<file path="src/rtl/fir_pkg.sv">
// Shared constants and state encoding for the FIR block sequencing datapath.
package fir_pkg;

    localparam int unsigned FIR_DW       = 32;
    localparam int unsigned FIR_DEPTH    = 32;
    localparam int unsigned FIR_AW       = 5;
    localparam int unsigned FIR_PIPE_LAT = 9;

    typedef enum logic [1:0] {
        ST_IDLE  = 2'd0,
        ST_FEED  = 2'd1,
        ST_DRAIN = 2'd2,
        ST_DONE  = 2'd3
    } seq_state_t;

endpackage : fir_pkg

</file>
<file path="src/rtl/fir_vld_delay.sv">
// Valid-bit shift register with synchronous flush; taps the first and last stage.
module fir_vld_delay
    import fir_pkg::*;
#(
    parameter int unsigned STAGES = FIR_PIPE_LAT + 1
) (
    input  logic clk,
    input  logic rst,
    input  logic flush,
    input  logic vld_in,
    output logic vld_first,
    output logic vld_last
);

    logic [STAGES-1:0] pipe_q;

    always_ff @(posedge clk or posedge rst) begin
        if (rst) begin
            pipe_q <= '0;
        end else if (flush) begin
            pipe_q <= '0;
        end else begin
            pipe_q <= {pipe_q[STAGES-2:0], vld_in};
        end
    end

    assign vld_first = pipe_q[0];
    assign vld_last  = pipe_q[STAGES-1];

endmodule : fir_vld_delay

</file>
<file path="src/rtl/fir_block_sequencer.sv">
// Feeds one block of samples from the x buffer through the FIR filter and
// captures the results into the y buffer, with start/busy/done handshake.
module fir_block_sequencer
    import fir_pkg::*;
#(
    parameter int unsigned DW       = FIR_DW,
    parameter int unsigned DEPTH    = FIR_DEPTH,
    parameter int unsigned AW       = FIR_AW,
    parameter int unsigned PIPE_LAT = FIR_PIPE_LAT
) (
    input  logic          wb_clk_i,
    input  logic          wb_rst_i,
    input  logic          start_i,
    input  logic          abort_i,
    input  logic [AW:0]   len_i,
    output logic          busy_o,
    output logic          done_o,
    output logic          data_valid_o,
    output logic          xbuf_rd_en_o,
    output logic [AW-1:0] xbuf_rd_addr_o,
    input  logic [DW-1:0] xbuf_rd_data_i,
    output logic [DW-1:0] fir_in_o,
    input  logic [DW-1:0] fir_out_i,
    output logic          ybuf_wr_en_o,
    output logic [AW-1:0] ybuf_wr_addr_o,
    output logic [DW-1:0] ybuf_wr_data_o
);

    localparam int unsigned    LW      = AW + 1;
    localparam logic [LW-1:0]  DEPTH_L = LW'(DEPTH);

    seq_state_t    state_q, state_d;
    logic [LW-1:0] len_q, len_d, eff_len_c;
    logic [AW-1:0] rd_cnt_q, rd_cnt_d;
    logic [AW-1:0] wr_cnt_q, wr_cnt_d;
    logic [AW-1:0] last_idx_c;
    logic          rd_en_d, busy_d, done_d, dv_d;
    logic          flush_c;
    logic          in_vld, wr_en;

    // Zero and oversized lengths both mean a full buffer.
    assign eff_len_c  = (len_i == '0 || len_i > DEPTH_L) ? DEPTH_L : len_i;
    assign last_idx_c = AW'(len_q - LW'(1));

    fir_vld_delay #(
        .STAGES (PIPE_LAT + 1)
    ) u_vld_delay (
        .clk       (wb_clk_i),
        .rst       (wb_rst_i),
        .flush     (flush_c),
        .vld_in    (xbuf_rd_en_o),
        .vld_first (in_vld),
        .vld_last  (wr_en)
    );

    // Next-state and next-output logic.
    always_comb begin
        state_d  = state_q;
        len_d    = len_q;
        rd_cnt_d = rd_cnt_q;
        wr_cnt_d = wr_cnt_q;
        rd_en_d  = 1'b0;
        dv_d     = data_valid_o;
        flush_c  = 1'b0;

        if (wr_en && wr_cnt_q != last_idx_c) begin
            wr_cnt_d = wr_cnt_q + AW'(1);
        end

        case (state_q)
            ST_IDLE: begin
                if (start_i && !abort_i) begin
                    len_d    = eff_len_c;
                    rd_cnt_d = '0;
                    wr_cnt_d = '0;
                    rd_en_d  = 1'b1;
                    dv_d     = 1'b0;
                    state_d  = ST_FEED;
                end
            end
            ST_FEED: begin
                if (abort_i) begin
                    flush_c  = 1'b1;
                    wr_cnt_d = '0;
                    state_d  = ST_IDLE;
                end else if (rd_cnt_q == last_idx_c) begin
                    state_d = ST_DRAIN;
                end else begin
                    rd_cnt_d = rd_cnt_q + AW'(1);
                    rd_en_d  = 1'b1;
                end
            end
            ST_DRAIN: begin
                if (abort_i) begin
                    flush_c  = 1'b1;
                    wr_cnt_d = '0;
                    state_d  = ST_IDLE;
                end else if (wr_en && wr_cnt_q == last_idx_c) begin
                    state_d = ST_DONE;
                end
            end
            ST_DONE: begin
                dv_d    = 1'b1;
                state_d = ST_IDLE;
            end
            default: state_d = ST_IDLE;
        endcase

        busy_d = (state_d == ST_FEED) || (state_d == ST_DRAIN);
        done_d = (state_d == ST_DONE);
    end

    always_ff @(posedge wb_clk_i or posedge wb_rst_i) begin
        if (wb_rst_i) begin
            state_q      <= ST_IDLE;
            len_q        <= '0;
            rd_cnt_q     <= '0;
            wr_cnt_q     <= '0;
            xbuf_rd_en_o <= 1'b0;
            busy_o       <= 1'b0;
            done_o       <= 1'b0;
            data_valid_o <= 1'b0;
        end else begin
            state_q      <= state_d;
            len_q        <= len_d;
            rd_cnt_q     <= rd_cnt_d;
            wr_cnt_q     <= wr_cnt_d;
            xbuf_rd_en_o <= rd_en_d;
            busy_o       <= busy_d;
            done_o       <= done_d;
            data_valid_o <= dv_d;
        end
    end

    // Zero samples flush the filter once the block has been read out.
    assign fir_in_o       = in_vld ? xbuf_rd_data_i : '0;
    assign xbuf_rd_addr_o = rd_cnt_q;
    assign ybuf_wr_en_o   = wr_en;
    assign ybuf_wr_addr_o = wr_cnt_q;
    assign ybuf_wr_data_o = wr_en ? fir_out_i : '0;

endmodule : fir_block_sequencer

</file>
<file path="config.mk">
export PLATFORM = sky130hd
export DESIGN_NAME = fir_block_sequencer
export DESIGN_NICKNAME = d
export VERILOG_FILES = /design/src/rtl/fir_pkg.sv /design/src/rtl/fir_vld_delay.sv /design/src/rtl/fir_block_sequencer.sv
export SDC_FILE = /design/constraint.sdc
export NUM_CORES = 1
export LEC_CHECK = 0
export ABC_AREA = 1
export CAP_MARGIN = 25
export CORE_UTILIZATION = 38
export DETAILED_ROUTE_END_ITERATION = 10
export MAX_ROUTING_LAYER = met4
export PLACE_DENSITY = 0.85
export SETUP_SLACK_MARGIN = 0.3
export SLEW_MARGIN = 20
export SYNTH_ARGS = -nofsm -noshare
export SYNTH_HDL_FRONTEND = slang
export SYNTH_SLANG_ARGS = --single-unit
</file>
<file path="constraint.sdc">
create_clock -name wb_clk_i -period 3.1 [get_ports wb_clk_i]
set_input_delay 0.31 -clock wb_clk_i [delete_from_list [all_inputs] [get_ports wb_clk_i]]
set_output_delay 0.31 -clock wb_clk_i [all_outputs]
set_load 0.1 [all_outputs]
</file>
==> results_dict.tcl <==
set metrics [dict create \
    status "complete, no violations" \
    hpwl_um 5300 \
    fin_skew_ps 4.05 \
    cp.arrival_ps 1830 \
    hold_class "primary input to async pin" \
    grt_first_pass_wirelength_um 10800 \
    cts_num_sinks 31 \
    rsz0062_at_grt "false" \
    cts_resized 0 \
    ir_drop_v 0.000528 \
    cts.clk_slew.worst_paths_ps 60 \
    ioPinCount 153 \
    rr_startpoint "len_q[0]$_DFFE_PP0P_" \
    r2r_cells 15 \
    crit_path_end_kind "output pin" \
    slew_headroom 0.354 \
    leakage_uw 0.00234 \
    fin_ws_ps 957 \
    synth_edf_count 0 \
    groute.usage.overall 0.232 \
    cts_tree "built" \
    wl_um 6470 \
    path_buf_inv 1 \
    clock.fmax_mhz 467 \
    num_vias 2492 \
    setup_viol 0 \
    gr-total-overflow 0 \
    cp.required_ps 2790 \
    syn_avg_cell_area_um2 6.26 \
    netlist_instances 346 \
    synth_cell_types 22 \
    cp_cell_sequence "clkdlybuf4s50_1" \
    critPathMaxStageDelay_ps 1150 \
    die_y_um 77.5 \
    synth-seq-cells 31 \
    htreeDepth 2 \
    layout.nets 581 \
    initialDrtViolationCount 97 \
    p_sw_frac 0.610 \
    combinationalPowerShare 0.679 \
    power.share.sequential 0.197 \
    grt_max_degree 34 \
    cts_made_buffers 5 \
    initial_core_util 0.393 \
    synth_warnings 0 \
    vias_per_cell 4.36 \
    p_per_area_nw_per_um2 903 \
    crit_fanout 3 \
    place_ws_ps 1090 \
    drc 0 \
    p_switching_uw 2030 \
    post_drt_wl_per_cell_um 11.3 \
    syn-num-nets 428 \
    maxCapViolCount 0 \
    clk_path_buf_depth 2 \
    die_w_um 77.5 \
    gp_congestion 0.932 \
    coreArea_um2 5510 \
    clk_latency_ps 290 \
    drive_above_1_share 0.196 \
    grt_pass1_vias 2341 \
    path_class "flop to output pin" \
    period_share 0.691 \
    worst_hold_slack_ps 413 \
    max_slew.worst_pin.slew_ps 966 \
    regArea_um2 776 \
    ys_async_sr_fraction 1.00 \
    antenna_found_initial 0 \
    fp-row-count 27 \
    antenna_cells 0 \
    clockPowerShare 0.123 \
    portBuffers 152 \
    syn_area_um2 2170 \
    setup-tns-final_ps 0 \
    crit_slowest_cell "clkdlybuf4s50_1" \
    first_pass_iters 4 \
    fin_crit_ps 2140 \
    dieArea_um2 6010 \
    p_int_uw 1300 \
    r2r_slack_ps 1040 \
    slew_viol_final 0 \
    r2r-end "busy_o$_DFF_PP0_" \
    cts_hold_buf 0 \
    post_cts_buffers 0 \
    worstSetupStartpointType "flop" \
    worst_path_dominant_cell_family "buffers and inverters" \
    hold_viol_final 0 \
    areaGrowthSynthToFinish_pct 70.1 \
    drtAntennaViolNets 0 \
    root_buffer "clkbuf_8" \
    synth_top_flop_cell "dfrtp_1" \
    multi_input_area_um2 988 \
    seq_area_frac_synth 0.358 \
    fillers 499 \
]
[layer usage]
metal	vias up	GRT usage	part of all wire
li1	1296	-	-
met1	1092	0.262	0.42
met2	89	0.372	0.49
met3	15	0.0847	0.075
met4	0	0.0925	0.022
met5	-	-	0
[sequential cells by signal, summed over array words and instances, names as in the netlist]
signal / count
ybuf_wr_addr_o: 5
xbuf_rd_en_o: 1
busy_o: 1
len_q: 5
done_o: 1
data_valid_o: 1
state_q: 2
xbuf_rd_addr_o: 5
u_vld_delay.pipe_q: 10
[kinds of logic after synthesis]
family	Yosys count	share of synthesized area
buffers and inverters	107	0.185
AO/OA/AOI/OAI	22	0.0572
AND/OR/NAND/NOR	169	0.317
XOR/XNOR	9	0.0364
flip-flops	31	0.358
adder cells (fa/ha/maj)	8	0.0462
[layout by cell type (no fill, tap or decap), types with 2 or more instances in the layout]
cell,count
a21oi_1,3
buf_4,80
nor3_1,2
or2_2,2
dfrtp_1,31
nand2_1,118
clkbuf_8,6
xor2_1,9
clkdlybuf4s50_1,74
nand3_2,2
nand3_1,14
nor2_1,26
inv_1,96
o21ai_0,16
nand4_1,2
inv_2,2
ha_1,8
[worst max-delay path by stage]
stage                                               start                 end  slack [ps]  cells past startpoint
after floorplan           u_vld_delay.pipe_q[9]$_DFF_PP0_  ybuf_wr_data_o[10]         620                      4
after global placement               len_q[0]$_DFFE_PP0P_    busy_o$_DFF_PP0_        1170                     13
after detailed placement             len_q[0]$_DFFE_PP0P_    busy_o$_DFF_PP0_        1090                     15
after CTS                     ybuf_wr_addr_o[4]$_DFF_PP0_   ybuf_wr_addr_o[4]         940                      1
after global routing                 len_q[0]$_DFFE_PP0P_    busy_o$_DFF_PP0_         830                     13
final                         ybuf_wr_addr_o[4]$_DFF_PP0_   ybuf_wr_addr_o[4]         960                      1
[per-stage QoR]
step                power, µW  utilization  area (µm²)  cells
floorplan                2410            -        2170    346
global placement         2890        0.648        3570    564
detailed placement       2920        0.648        3570    564
CTS                      3340        0.669        3680    572
global route             3520        0.669        3680    572
finish                   3330        0.669        3680    572
[cells in the mapped netlist (all sizes together), types with 3 or more instances]
cell	n	area, µm²
xor2	9	78.8
ha	8	100
dfrtp	31	776
inv	98	368
o21ai	18	101
clkbuf	8	30.0
nor2	27	104
nand2	119	449
a21oi	3	15.0
nand3	16	90.1
[power by group through the flow]
stage	clock network [µW]	logic (µW)	registers, µW
finish	410	2260	657
global route	437	2410	679
CTS	418	2270	657
detailed placement	0	2260	663
global placement	0	2230	660
floorplan	0	1540	871
[cell type report]
class	instances	area share
clock buffers	6	0.0224
flip-flops and latches	31	0.211
well taps	72	0.0244
repair buffers	154	0.364
inverters	99	0.101
multi-input cells	208	0.268
clock inverters	2	0.00951
(Power assumes the default switching activity.)
